`src/rtl/spi_master_shifter_pkg.sv`:
```
// Shared definitions for the SPI master shift engine: FSM encoding, SPI mode
// constants shared with the Avalon control slave, and a sizing helper.
package spi_master_shifter_pkg;

  typedef enum logic [1:0] {
    StIdle  = 2'd0,
    StSetup = 2'd1,
    StShift = 2'd2,
    StHold  = 2'd3
  } spi_state_e;

  // SPI modes encoded as {CPOL, CPHA}.
  localparam logic [1:0] SpiMode0 = 2'b00;
  localparam logic [1:0] SpiMode1 = 2'b01;
  localparam logic [1:0] SpiMode2 = 2'b10;
  localparam logic [1:0] SpiMode3 = 2'b11;

  // Edge counter must hold 2*data_w without wrapping inside a frame.
  function automatic int unsigned edge_cnt_width(input int unsigned data_w);
    return $clog2(2 * data_w) + 1;
  endfunction

endpackage

```
`src/rtl/spi_master_shifter_if.sv`:
```
// Bus between the Avalon SPI control slave and the shift engine, plus the SPI pins.
// The shift engine uses the slave modport; the control side / SPI device uses master.
interface spi_master_shifter_if #(
  parameter int unsigned DATA_W = 32
);
  logic              go_transfer;
  logic [DATA_W-1:0] data_write_to_spi;
  logic [DATA_W-1:0] data_read_from_spi;
  logic              data_pack_ready;
  logic              spi_sclk;
  logic              spi_mosi;
  logic              spi_miso;
  logic              spi_cs_n;

  modport slave (
    input  go_transfer,
    input  data_write_to_spi,
    input  spi_miso,
    output data_read_from_spi,
    output data_pack_ready,
    output spi_sclk,
    output spi_mosi,
    output spi_cs_n
  );

  modport master (
    output go_transfer,
    output data_write_to_spi,
    output spi_miso,
    input  data_read_from_spi,
    input  data_pack_ready,
    input  spi_sclk,
    input  spi_mosi,
    input  spi_cs_n
  );
endinterface

```
`src/rtl/spi_master_shifter_clk_gen.sv`:
```
// SCLK divider and edge counter. Held at reload while disabled so every frame
// starts with a full half-period before the first SCLK edge.
module spi_master_shifter_clk_gen
  import spi_master_shifter_pkg::*;
#(
  parameter int unsigned DATA_W  = 32,
  parameter int unsigned CLK_DIV = 2,
  parameter bit          CPOL    = 1'b0
) (
  input  logic clk,
  input  logic reset_n,
  input  logic en,
  output logic sclk,
  output logic lead_pulse,
  output logic trail_pulse,
  output logic first_edge,
  output logic last_edge
);
  localparam int unsigned EdgeW = edge_cnt_width(DATA_W);
  localparam int unsigned DivW  = $clog2(CLK_DIV) + 1;
  localparam logic [DivW-1:0]  DivLoad  = DivW'(CLK_DIV - 1);
  localparam logic [EdgeW-1:0] LastEdge = EdgeW'(2 * DATA_W - 1);

  logic [DivW-1:0]  div_q, div_d;
  logic [EdgeW-1:0] edge_cnt_q, edge_cnt_d;
  logic             sclk_q, sclk_d;
  logic             tick;

  // An SCLK edge happens on the clk edge that ends a cycle with tick set.
  assign tick = en && (div_q == '0);

  // Divider countdown, SCLK toggle and edge counting.
  always_comb begin
    div_d      = div_q;
    edge_cnt_d = edge_cnt_q;
    sclk_d     = sclk_q;
    if (!en) begin
      div_d      = DivLoad;
      edge_cnt_d = '0;
      sclk_d     = CPOL;
    end else if (tick) begin
      div_d      = DivLoad;
      edge_cnt_d = edge_cnt_q + 1'b1;
      sclk_d     = ~sclk_q;
    end else begin
      div_d = div_q - 1'b1;
    end
  end

  // Divider and SCLK state registers.
  always_ff @(posedge clk or negedge reset_n) begin
    if (!reset_n) begin
      div_q      <= '0;
      edge_cnt_q <= '0;
      sclk_q     <= CPOL;
    end else begin
      div_q      <= div_d;
      edge_cnt_q <= edge_cnt_d;
      sclk_q     <= sclk_d;
    end
  end

  // Even edge indices are leading edges, odd ones trailing.
  assign sclk        = sclk_q;
  assign lead_pulse  = tick && !edge_cnt_q[0];
  assign trail_pulse = tick && edge_cnt_q[0];
  assign first_edge  = tick && (edge_cnt_q == '0);
  assign last_edge   = tick && (edge_cnt_q == LastEdge);

endmodule

```
`src/rtl/spi_master_shifter.sv`:
```
// SPI master shift engine: one frame per go_transfer pulse, full duplex, MSB first.
// data_pack_ready falls on the same edge that updates data_read_from_spi and raises cs_n.
module spi_master_shifter
  import spi_master_shifter_pkg::*;
#(
  parameter int unsigned DATA_W   = 32,
  parameter int unsigned CLK_DIV  = 2,
  parameter int unsigned CS_SETUP = 2,
  parameter int unsigned CS_HOLD  = 2,
  parameter bit          CPOL     = 1'b0,
  parameter bit          CPHA     = 1'b0
) (
  input logic                clk,
  input logic                reset_n,
  spi_master_shifter_if.slave bus
);
  localparam int unsigned CntMax = (CS_SETUP > CS_HOLD) ? CS_SETUP : CS_HOLD;
  localparam int unsigned CntW   = $clog2(CntMax + 1);
  localparam logic [CntW-1:0] SetupLoad = CntW'(CS_SETUP - 1);
  localparam logic [CntW-1:0] HoldLoad  = CntW'(CS_HOLD - 1);

  spi_state_e        state_q, state_d;
  logic [CntW-1:0]   cnt_q, cnt_d;
  logic [DATA_W-1:0] tx_q, tx_d;
  logic [DATA_W-1:0] rx_q, rx_d;
  logic [DATA_W-1:0] rd_q, rd_d;
  logic              mosi_q, mosi_d;
  logic              cs_n_q, cs_n_d;
  logic              ready_q, ready_d;
  logic              sync1_q, sync2_q;
  logic [1:0]        pipe_q, pipe_d;

  logic sclk, lead_pulse, trail_pulse, first_edge, last_edge;
  logic sample_pulse, shift_pulse;

  spi_master_shifter_clk_gen #(
    .DATA_W  (DATA_W),
    .CLK_DIV (CLK_DIV),
    .CPOL    (CPOL)
  ) u_clk_gen (
    .clk         (clk),
    .reset_n     (reset_n),
    .en          (state_q == StShift),
    .sclk        (sclk),
    .lead_pulse  (lead_pulse),
    .trail_pulse (trail_pulse),
    .first_edge  (first_edge),
    .last_edge   (last_edge)
  );

  // CPHA=1 repeats the MSB on the first leading edge instead of shifting.
  assign sample_pulse = CPHA ? trail_pulse : lead_pulse;
  assign shift_pulse  = CPHA ? (lead_pulse && !first_edge) : trail_pulse;

  // FSM next state plus shift-register and output updates.
  always_comb begin
    state_d = state_q;
    cnt_d   = cnt_q;
    tx_d    = tx_q;
    rx_d    = rx_q;
    rd_d    = rd_q;
    mosi_d  = mosi_q;
    cs_n_d  = cs_n_q;
    ready_d = ready_q;
    // Sample pulses trail the SCLK edge by the synchroniser depth, so rx takes the
    // MISO level that was present at the edge itself.
    pipe_d  = {pipe_q[0], sample_pulse};

    if (pipe_q[1]) begin
      rx_d = {rx_q[DATA_W-2:0], sync2_q};
    end
    if (shift_pulse) begin
      tx_d   = tx_q << 1;
      mosi_d = tx_q[DATA_W-2];
    end

    unique case (state_q)
      StIdle: begin
        if (bus.go_transfer) begin
          state_d = StSetup;
          cnt_d   = SetupLoad;
          tx_d    = bus.data_write_to_spi;
          mosi_d  = bus.data_write_to_spi[DATA_W-1];
          cs_n_d  = 1'b0;
          ready_d = 1'b1;
          pipe_d  = '0;
        end
      end
      StSetup: begin
        if (cnt_q == '0) begin
          state_d = StShift;
        end else begin
          cnt_d = cnt_q - 1'b1;
        end
      end
      StShift: begin
        if (last_edge) begin
          state_d = StHold;
          cnt_d   = HoldLoad;
        end
      end
      StHold: begin
        if (cnt_q == '0) begin
          state_d = StIdle;
          cs_n_d  = 1'b1;
          ready_d = 1'b0;
          pipe_d  = '0;
          // A sample still one stage short of rx is folded in straight from sync1.
          rd_d    = pipe_q[0] ? {rx_d[DATA_W-2:0], sync1_q} : rx_d;
        end else begin
          cnt_d = cnt_q - 1'b1;
        end
      end
      default: state_d = StIdle;
    endcase
  end

  // State, datapath and output registers; reset aborts any frame in flight.
  always_ff @(posedge clk or negedge reset_n) begin
    if (!reset_n) begin
      state_q <= StIdle;
      cnt_q   <= '0;
      tx_q    <= '0;
      rx_q    <= '0;
      rd_q    <= '0;
      mosi_q  <= 1'b0;
      cs_n_q  <= 1'b1;
      ready_q <= 1'b0;
      sync1_q <= 1'b0;
      sync2_q <= 1'b0;
      pipe_q  <= '0;
    end else begin
      state_q <= state_d;
      cnt_q   <= cnt_d;
      tx_q    <= tx_d;
      rx_q    <= rx_d;
      rd_q    <= rd_d;
      mosi_q  <= mosi_d;
      cs_n_q  <= cs_n_d;
      ready_q <= ready_d;
      sync1_q <= bus.spi_miso;
      sync2_q <= sync1_q;
      pipe_q  <= pipe_d;
    end
  end

  assign bus.spi_sclk           = sclk;
  assign bus.spi_mosi           = mosi_q;
  assign bus.spi_cs_n           = cs_n_q;
  assign bus.data_pack_ready    = ready_q;
  assign bus.data_read_from_spi = rd_q;

endmodule

```
`src/flat_wrapper.sv`:
```
// flat-port wrapper written by rule: the top's interface ports become plain ports
module spi_master_shifter_flat import spi_master_shifter_pkg::*;
#(
  parameter int unsigned DATA_W   = 32,
  parameter int unsigned CLK_DIV  = 2,
  parameter int unsigned CS_SETUP = 2,
  parameter int unsigned CS_HOLD  = 2,
  parameter bit          CPOL     = 1'b0,
  parameter bit          CPHA     = 1'b0
)
  (clk, reset_n, bus_go_transfer, bus_data_write_to_spi, bus_spi_miso, bus_data_read_from_spi, bus_data_pack_ready, bus_spi_sclk, bus_spi_mosi, bus_spi_cs_n);
  spi_master_shifter_if #(.DATA_W(DATA_W)) bus_i ();
  input logic clk;
  input logic reset_n;
  input wire logic [$bits(bus_i.go_transfer)-1:0] bus_go_transfer;
  input wire logic [$bits(bus_i.data_write_to_spi)-1:0] bus_data_write_to_spi;
  input wire logic [$bits(bus_i.spi_miso)-1:0] bus_spi_miso;
  output wire logic [$bits(bus_i.data_read_from_spi)-1:0] bus_data_read_from_spi;
  output wire logic [$bits(bus_i.data_pack_ready)-1:0] bus_data_pack_ready;
  output wire logic [$bits(bus_i.spi_sclk)-1:0] bus_spi_sclk;
  output wire logic [$bits(bus_i.spi_mosi)-1:0] bus_spi_mosi;
  output wire logic [$bits(bus_i.spi_cs_n)-1:0] bus_spi_cs_n;
  assign bus_i.go_transfer = bus_go_transfer;
  assign bus_i.data_write_to_spi = bus_data_write_to_spi;
  assign bus_i.spi_miso = bus_spi_miso;
  assign bus_data_read_from_spi = bus_i.data_read_from_spi;
  assign bus_data_pack_ready = bus_i.data_pack_ready;
  assign bus_spi_sclk = bus_i.spi_sclk;
  assign bus_spi_mosi = bus_i.spi_mosi;
  assign bus_spi_cs_n = bus_i.spi_cs_n;
  spi_master_shifter #(.DATA_W(DATA_W), .CLK_DIV(CLK_DIV), .CS_SETUP(CS_SETUP), .CS_HOLD(CS_HOLD), .CPOL(CPOL), .CPHA(CPHA)) u_core (.clk(clk), .reset_n(reset_n), .bus(bus_i));
endmodule
```
`config.mk`:
```
export PLATFORM = sky130hd
export DESIGN_NAME = spi_master_shifter_flat
export DESIGN_NICKNAME = d
export VERILOG_FILES = /design/src/rtl/spi_master_shifter_pkg.sv /design/src/rtl/spi_master_shifter_if.sv /design/src/rtl/spi_master_shifter_clk_gen.sv /design/src/rtl/spi_master_shifter.sv /design/src/flat_wrapper.sv
export SDC_FILE = /design/constraint.sdc
export NUM_CORES = 1
export LEC_CHECK = 0
export CAP_MARGIN = 5
export CORE_MARGIN = 2
export CORE_UTILIZATION = 54
export CTS_CLUSTER_DIAMETER = 200
export DETAILED_ROUTE_END_ITERATION = 8
export GPL_ROUTABILITY_DRIVEN = 0
export PLACE_DENSITY = 0.81
export SETUP_SLACK_MARGIN = 0.5
export SLEW_MARGIN = 20
export SYNTH_ARGS = -nofsm -noshare
export SYNTH_HDL_FRONTEND = slang
export SYNTH_HIERARCHICAL = 1
export SYNTH_SLANG_ARGS = --single-unit
```
`constraint.sdc`:
```
create_clock -name clk -period 2.6 [get_ports clk]
set_clock_uncertainty 0.2 [all_clocks]
set_input_delay 0.65 -clock clk [delete_from_list [all_inputs] [get_ports clk]]
set_output_delay 0.65 -clock clk [all_outputs]
set_load 0.05 [all_outputs]
```
# Word level (Yosys, flattened, before mapping)

Index checks and enable logic that the tools add are counted.

Reductions and logical operators: 14
Eq/ne operators: 10
Add/sub/neg operators: 3
Bitwise gates (word level): 1
Multiplexer cells: 31

Operator list:

| cell                                                                   | number |
|---|---|
| 32-bit two-way mux                                                     | 5 |
| 2-bit two-way mux                                                      | 10 |
| 7-bit two-way mux                                                      | 2 |
| 1-bit two-way mux                                                      | 9 |
| 2-bit by 1-bit != test with 1-bit output (second input constant)       | 4 |
| 2-bit case mux with 4 select lines                                     | 1 |
| 7-bit by 1-bit adder with 7-bit output (second input constant)         | 1 |
| 7-bit by 6-bit equality test with 1-bit output (second input constant) | 1 |
| 2-bit logical NOT                                                      | 3 |
| 2-bit case mux with 3 select lines                                     | 1 |
| 3-bit AND reduction                                                    | 2 |
| 2-bit equality test (second input constant)                            | 2 |
| 1-bit logical AND                                                      | 4 |
| 2-bit != test (second input constant)                                  | 2 |
| 1-bit case mux with 2 select lines                                     | 2 |
| 2-bit case mux with 2 select lines                                     | 1 |
| 4-bit AND reduction                                                    | 1 |
| 2-bit by 1-bit subtractor with 2-bit output (second input constant)    | 2 |
| 2-bit by 1-bit equality test with 1-bit output (second input constant) | 1 |
| 2-bit AND reduction                                                    | 1 |
| 2-bit nonzero test                                                     | 1 |
| 2-bit OR reduction                                                     | 1 |
| 1-bit logical NOT                                                      | 1 |
| 1-bit inverter                                                         | 1 |

Register bits after elaboration: 117
Word-level logic and storage cells: 73

# Depth between registers and ports, before layout

Gate-level depths: netlist of the first run.

Depth in word-level cells: 6
Gate-level depth with buffers: 8
Depth with buffers taken out: 7

# Hierarchy

Netlist of the first run, hierarchy kept.

Modules (own cells, without submodules):

| module                     | cells each | area each (um2) | times used | sequential area each (um2) |
|---|---|---|---|---|
| spi_master_shifter         | 403        | 4591.9          | 1          | 2653.8 |
| spi_master_shifter_clk_gen | 53         | 516.7           | 1          | 250.2 |

# Least setup slack after synthesis of the first run

OpenSTA, ideal clock, no wires.

Kind: register -> register
From: register u_core.state_q[0]
To: register u_core.tx_q[10]
Setup time: 133 ps
Arrival time: 1585 ps
Slack: 682 ps
Clock period less this slack: 1918 ps
Data required time: 2267 ps
Cell stages (with the launch flop): 9
Cells stage by stage: dfrtp_1 > inv_1 > ha_1 > nand2_1 > nor2_1 > buf_2 > buf_2 > mux2i_1 > o21ai_0

Word-level cells in the longest chain between the ends: 6
Elaborated cells between the ends (all ways): 7
Those cells by class: 1 x eq/ne; 3 x mux; 3 x reduce/logical

Ends and longest elaborated chain:

| item                     | RTL line                         | RTL |
|---|---|---|
| start: declaration       | spi_master_shifter.sv:22         | `spi_state_e state_q, state_d;` |
| start signal: assignment | spi_master_shifter.sv:121        | `state_q <= StIdle;` |
| start signal: assignment | spi_master_shifter.sv:133        | `state_q <= state_d;` |
| 2-bit equality test *    | spi_master_shifter.sv:43         | `.en (state_q == StShift),` |
| 1-bit logical AND *      | spi_master_shifter_clk_gen.sv:30 | `assign tick = en && (div_q == '0);` |
| 1-bit logical AND *      | spi_master_shifter_clk_gen.sv:66 | `assign trail_pulse = tick && edge_cnt_q[0];` |
| net u_core.shift_pulse   | spi_master_shifter.sv:34         | `logic sample_pulse, shift_pulse;` |
| 32-bit two-way mux *     | spi_master_shifter.sv:72         | `if (shift_pulse) begin` |
| 32-bit two-way mux       | spi_master_shifter.sv:79         | `if (bus.go_transfer) begin` |
| 32-bit two-way mux *     | spi_master_shifter.sv:77         | `unique case (state_q)` |
| net u_core.tx_d[10]      | spi_master_shifter.sv:24         | `logic [DATA_W-1:0] tx_q, tx_d;` |
| end signal: assignment   | spi_master_shifter.sv:135        | `tx_q <= tx_d;` |
| end: declaration         | spi_master_shifter.sv:24         |  |

Mark *: on every way through the listed nets, which the timed path passes. The rest lies on a longest branch.
A chain may end at the register's enable or synchronous reset.

# Worst setup path after layout of the first run

From: register u_core.rd_q[18] (netlist: u_core/bus.data_read_from_spi[18])
To: output bus_data_read_from_spi[18]

RTL lines:

| item                     | RTL line                  | RTL |
|---|---|---|
| start: declaration       | spi_master_shifter.sv:26  | `logic [DATA_W-1:0] rd_q, rd_d;` |
| start signal: assignment | spi_master_shifter.sv:137 | `rd_q <= rd_d;` |
| end: declaration         | flat_wrapper.sv:18        | `output wire logic [$bits(bus_i.data_read_from_spi)-1:0] bus_data_read_from_spi;` |

No word-level cell between the ends.

==> results of run 1 <==
## flip-flops by register name, summed over array words and instances (netlist names)
signal / flops
u_core/rx_q: 32
u_core/tx_q: 31
u_core/bus.data_pack_ready: 1
u_core/sync1_q: 1
u_core/cnt_q: 2
u_core/bus.spi_cs_n: 1
u_core/bus.data_read_from_spi: 32
u_core/state_q: 2
u_core/u_clk_gen/sclk: 1
u_core/sync2_q: 1
u_core/u_clk_gen/edge_cnt_q: 7
u_core/bus.spi_mosi: 1
u_core/u_clk_gen/div_q: 2
u_core/pipe_q: 2
## per-layer routing
layer  track usage  part of all wire
met1        0.2751              0.46
met5             0                 0
met3       0.05409             0.042
met2        0.3479              0.49
met4       0.05613            0.0064
## through the flow
stage	area [µm²]	instances
after global placement	5932	620
after global routing	6395	651
after detailed placement	5932	620
after floorplan	5094	453
final	6395	651
after CTS	6497	651
## worst register-to-register path: stages (launching register included)
cell,delay (ps)
dfrtp_1,410
inv_1,140
ha_1,180
nand2_1,130
nor3_1,210
nand2b_4,170
o211ai_1,140
mux2_2,300
## cell usage in the layout (no fill, tap or decap), types with 4 or more instances in the layout
cell and count:
buf_12 4, o21ai_0 38, ha_1 9, inv_1 38, nand2_1 70, nor2_1 10, clkbuf_8 4, clkdlybuf4s50_1 34
clkbuf_16 16, buf_4 8, buf_2 32, o221ai_1 30, mux2_2 4, nand2b_1 6, mux2i_1 65, dfrtp_1 115
## cell type report
type                    count  area, µm²  area share
clock inverters             9      128.9     0.02015
inverters                  38      142.6     0.02230
clock buffers              21      459.2     0.07181
flip-flops and latches    116       2904      0.4541
multi-input cells         273       1926      0.3011
repair buffers             83      695.7      0.1088
well taps                 111      138.9     0.02172
## worst min-delay path by stage
stage                                                  end  slack (ps)  depth (start not counted)
finish                            u_core/sync2_q$_DFF_PN0_         190                          0
detailed placement                u_core/sync2_q$_DFF_PN0_         200                          0
global placement                  u_core/sync2_q$_DFF_PN0_         190                          0
CTS                               u_core/sync2_q$_DFF_PN0_         200                          0
floorplan           u_core/bus.data_pack_ready$_DFFE_PN0P_         150                          0
global route                      u_core/sync2_q$_DFF_PN0_         210                          0
## repair_timing
item,in CTS,in global routing
hold buffers,1,0
endpoints found under the setup margin,66,52
resized for setup,138,43
hold endpoints to repair,22,0
## power groups by stage
stage / Combinational [mW] / Sequential, mW / Clock [mW]
final: 0.113 / 1.82 / 2.28
after global routing: 0.126 / 1.83 / 2.40
after CTS: 0.116 / 1.82 / 2.32
after detailed placement: 0.113 / 1.85 / 0
after global placement: 0.112 / 1.85 / 0
after floorplan: 0.0141 / 1.85 / 0
==> results.md, run 1 <==
- RR Startpoint: u_core/state_q[0]$_DFFE_PN0P_
- Layout area overhead: 25.55%
- Initial antenna violation count: 0
- CP peak stage delay: 370 ps
- Die Y: 101.1 µm
- Max_cap viols: 0
- Cell family with most CP delay: buffers and inverters
- CTS tree: yes
- Worst Path Arrival: 1200 ps
- Critical Path RT: 1750 ps
- CTS root buf: clkbuf_8
- CP max stage cell: clkdlybuf4s15_2
- Crit share post-route: 0.7897
- DR vias/cell: 5.531
- Worst setup SP type: register
- Antenna cells: 0
- Sw Share: 0.1951
- Via count: 3601
- Worst hold start: u_core/sync1_q$_DFF_PN0_
- Worst path depth: 1
- Register-to-register setup slack: 610 ps
- Overall Power: 4.219 mW
- FP Rows: 35
- Die footprint: 0.01023 mm²
- Buffers added on ports: 71
- Combinational fraction of design power: 0.027
- Worst-skew pair later-pin latency: 500 ps
- CP startpoint: u_core/bus.data_read_from_spi[18]$_DFFE_PN0P_
- RSZ-0062 raised after global routing: no
- TritonCTS Buffers: 17
- Layout cell share with drive strength beyond 1: 0.1704
- Htree depth: 4
- Clock Path Buffers: 2
- WL/cell: 15.00 µm
- Core area: 0.009196 mm²
- Post-Syn Area: 0.005094 mm²
- Hold WS: 190.7 ps
- Worst Setup EP: bus_data_read_from_spi[18]
- Yosys warns: 6
- DRT antenna net count: 0
- Worst reg2reg endpoint: u_core/state_q[1]$_DFFE_PN0P_
- Setup_tns: 0 ps
- Clk sinks: 116
- Clock power frac: 0.541
- Leakage power: 2.919 nW
- Switching power total: 0.8232 mW
- Clock Pin Slew Worst Setup and Hold Paths: 50 ps
- Post-route minimum period: 2053 ps
- Final hold vios: 0
- Crit Path Max Fanout: 2
- DR pass1 iterations: 4
- Outcome: finished clean
- DP Worst Slack: 354.4 ps
- Largest net degree at the start of global routing: 51
- First-pass GRT wire length: 16930 µm
- Worst setup margin: 546.8 ps
- # Post-CTS Setup Buffers: 0
- Die width: 101.1 µm
- Max-slew headroom: 0.7581
- Min-Delay Path Class: reg -> reg
- VDD IR max: 0.5311 mV
- Gate Count Post-Synth: 453
- Ports: 72
- Nets: 575
- P per Cell Area: 659.7 mW/mm²
- GRT Resource Usage Total: 0.2092
- Grt total ovfl: 0
- Syn Area/Cell: 11.24 µm²
- Max Fclk: 0.4871 GHz
- Syn nets: 499
- WP buf/inv: 1
- Final Slew Violations: 0
- FILL cells: 666
- Cells along the critical path: clkdlybuf4s15_2
- Flop pwr share: 0.433
- Vias in the first global route: 3666
- Pint: 3.395 mW
- Final setup violation count: 0
- Post-layout util: 0.6954
- Crit Path Class: reg -> out
- Initial Utilization: 0.5539
- CP endpoint kind: output pin
- Hpwl dp: 6353 µm
- R2R depth: 7
- Drt total wl: 9768 µm
- DR iter-0 viols: 149
- Worst slew pin tran: 362.9 ps
- DRC viols: 0
Power figures use the tool's default switching activity.
==> inputs of run 2 (changes only) <==
- CORE_UTILIZATION: 54 -> 49
- PLACE_DENSITY: 0.81 -> 0.78
- clock period: 2.6 -> 1.8 ns (I/O delays scaled with it)
==> results.md, run 2 (same netlist as run 1, synthesis figures left out) <==
- Outcome: finished, violations left (was finished clean)
- Violated checks: setup timing
- Die width: 106.0 µm (was 101.1 µm)
- CP max stage cell: dfrtp_1 (was clkdlybuf4s15_2)
- Largest net degree at the start of global routing: 37 (was 51)
- Post-layout util: 0.9195 (was 0.6954)
- Worst setup margin: -240.9 ps (was 546.8 ps)
- Max Fclk: 0.4900 GHz
- Overall Power: 6.342 mW (was 4.219 mW)
- Crit share post-route: 1.134
- Crit Path Class: reg -> reg (was reg -> out)
- TritonCTS Buffers: 17 (unchanged)
- Leakage power: 3.850 nW (was 2.919 nW)
- Buffers added on ports: 71 (unchanged)
- Initial Utilization: 0.5001 (was 0.5539)
- Worst slew pin tran: 578.9 ps (was 362.9 ps)
- Via count: 5033 (was 3601)
- DRC viols: 0 (unchanged)
- DR vias/cell: 6.453 (was 5.531)
- Setup_tns: -7924 ps (was 0 ps)
- Htree depth: 4 (unchanged)
- VDD IR max: 0.5255 mV (was 0.5311 mV)
- Die footprint: 0.01123 mm² (was 0.01023 mm²)
- Post-route minimum period: 2041 ps
- Worst-skew pair later-pin latency: 540 ps (was 500 ps)
- Final Slew Violations: 0 (unchanged)
- Final setup violation count: 74 (was 0)
- WL/cell: 29.03 µm (was 15.00 µm)
- Core area: 0.01018 mm² (was 0.009196 mm²)
- Worst Path Arrival: 2230 ps (was 1200 ps)
- Grt total ovfl: 0 (unchanged)
- FP Rows: 37 (was 35)
- Worst setup SP type: register (unchanged)
- Clock Path Buffers: 2 (unchanged)
- CP peak stage delay: 420 ps (was 370 ps)
- Ports: 72 (unchanged)
- DP Worst Slack: -111.7 ps (was 354.4 ps)
- Layout area overhead: 83.86% (was 25.55%)
- RSZ-0062 raised after global routing: yes (was no)
- Nets: 677 (was 575)
- Die Y: 106.0 µm (was 101.1 µm)
- DR pass1 iterations: 6 (was 4)
- Antenna cells: 0 (unchanged)
- Clock Pin Slew Worst Setup and Hold Paths: 70 ps (was 50 ps)
- Vias in the first global route: 4922 (was 3666)
- DR iter-0 viols: 628 (was 149)
- CP endpoint kind: register (was output pin)
- Commonest non-fill, non-tap cells in the layout: dfrtp_1 (110), buf_12 (61), nand2_1 (59), buf_4 (44), clkdlybuf4s50_1 (34) (was dfrtp_1 (115), nand2_1 (70), mux2i_1 (65), inv_1 (38), o21ai_0 (38))
- Hpwl dp: 6767 µm (was 6353 µm)
- Most used cell, CP: buf_12
- GRT Resource Usage Total: 0.3349 (was 0.2092)
- Min-Delay Path Class: in -> reg (was reg -> reg)
- Clk sinks: 116 (unchanged)
- Initial antenna violation count: 0 (unchanged)
- Most common cell after layout, fill and taps aside: dfrtp_1 (unchanged)
- Drt total wl: 22650 µm (was 9768 µm)
- Critical Path RT: 1990 ps (was 1750 ps)
- First-pass GRT wire length: 27750 µm (was 16930 µm)
- CTS tree: yes (unchanged)
- P per Cell Area: 677.2 mW/mm² (was 659.7 mW/mm²)
- Final hold vios: 0 (unchanged)
- Max_cap viols: 0 (unchanged)
- Cells along the critical path: inv_2 > ha_4 > nand2_4 > nor2_4 > buf_12 > buf_12 > buf_16 > mux2i_1 > o21ai_0 (was clkdlybuf4s15_2)
- Register-to-register setup slack: -240 ps (was 610 ps)
- DRT antenna net count: 0 (unchanged)
- CTS root buf: clkbuf_8 (unchanged)
- Max-slew headroom: 0.6141 (was 0.7581)
- Crit Path Max Fanout: 8 (was 2)
- Layout cell share with drive strength beyond 1: 0.5093 (was 0.1704)
run 2: cell types whose count changed in the layout (fill, tap and decap cells not counted), moves of 15 or more:
cell	before	now
inv_2	0	15
buf_6	1	26
inv_1	38	21
o21ai_0	38	8
buf_2	32	0
mux2i_4	0	33
o21ai_1	0	26
buf_4	8	44
buf_12	4	61
o221ai_1	30	0
o221ai_2	0	20
mux2i_1	65	28
run 2: worst paths after layout:
kind	to	startpoint	cells past startpoint
max	u_core/tx_q[5]$_DFF_PN0_	u_core/state_q[0]$_DFFE_PN0P_	9
min	u_core/sync1_q$_DFF_PN0_	bus_spi_miso	1
max reg2reg	u_core/tx_q[5]$_DFF_PN0_	u_core/state_q[0]$_DFFE_PN0P_	9
min reg2reg	u_core/sync2_q$_DFF_PN0_	u_core/sync1_q$_DFF_PN0_	0
max in group asynchronous	u_core/bus.data_read_from_spi[21]$_DFFE_PN0P_	reset_n	3
min in group asynchronous	u_core/bus.data_read_from_spi[24]$_DFFE_PN0P_	reset_n	2
run 2: area by class of cell:
| cell class | instances | area [µm²] |
|---|---|---|
| inverters | 38 | 147.6 |
| well taps | 136 | 170.2 |
| fillers | 280 | 819.5 |
| multi-input cells | 276 | 2990 |
| flip-flops and latches | 116 | 2910 |
| clock inverters | 14 | 151.4 |
| clock buffers | 18 | 427.9 |
| repair buffers | 182 | 2567 |
run 2: power breakdown:
group / switching (mW) / internal (mW) / leakage, nW
clock network: 1.45 / 2.02 / 0.271
registers: 0.0296 / 2.62 / 1.45
logic: 0.109 / 0.106 / 2.12
total: 1.59 / 4.75 / 3.85
run 2: per-layer routing:
layer  part of all wire  up-vias  GRT usage  routed length, µm
met5                  0        -          0                  0
met4              0.077        0     0.1570               1754
met3              0.086      148    0.08155               1947
met2               0.49      412     0.6046              11190
met1               0.34     2520     0.3710               7758
li1                   -     1953          -                  -
run 2: worst max-delay path: cells and delay by family, from the launching register on:
| kind | cells | cell delay (ps) |
|---|---|---|
| buffers and inverters | 4 | 450 |
| adder cells (fa/ha/maj) | 1 | 170 |
| flip-flops | 1 | 420 |
| AND/OR/NAND/NOR | 2 | 230 |
| AO/OA/AOI/OAI | 1 | 160 |
| multiplexers | 1 | 250 |
run 2: stage by stage:
| stage | instances | hold WS (ps) | cell area (µm²) |
|---|---|---|---|
| after detailed placement | 658 | 190.6 | 6524 |
| after global placement | 658 | 192.4 | 6524 |
| after CTS | 749 | 160.8 | 8740 |
| final | 780 | 184.0 | 9365 |
| after floorplan | 453 | -45.59 | 5180 |
| after global routing | 780 | 167.7 | 9365 |
run 2: timing repair:
action	CTS	global route
endpoints found under the hold margin	30	0
hold buffers	1	0
cloned	15	2
gates resized for setup	205	80
setup endpoints to repair	149	203
setup buffers	43	29
pin swaps	51	35
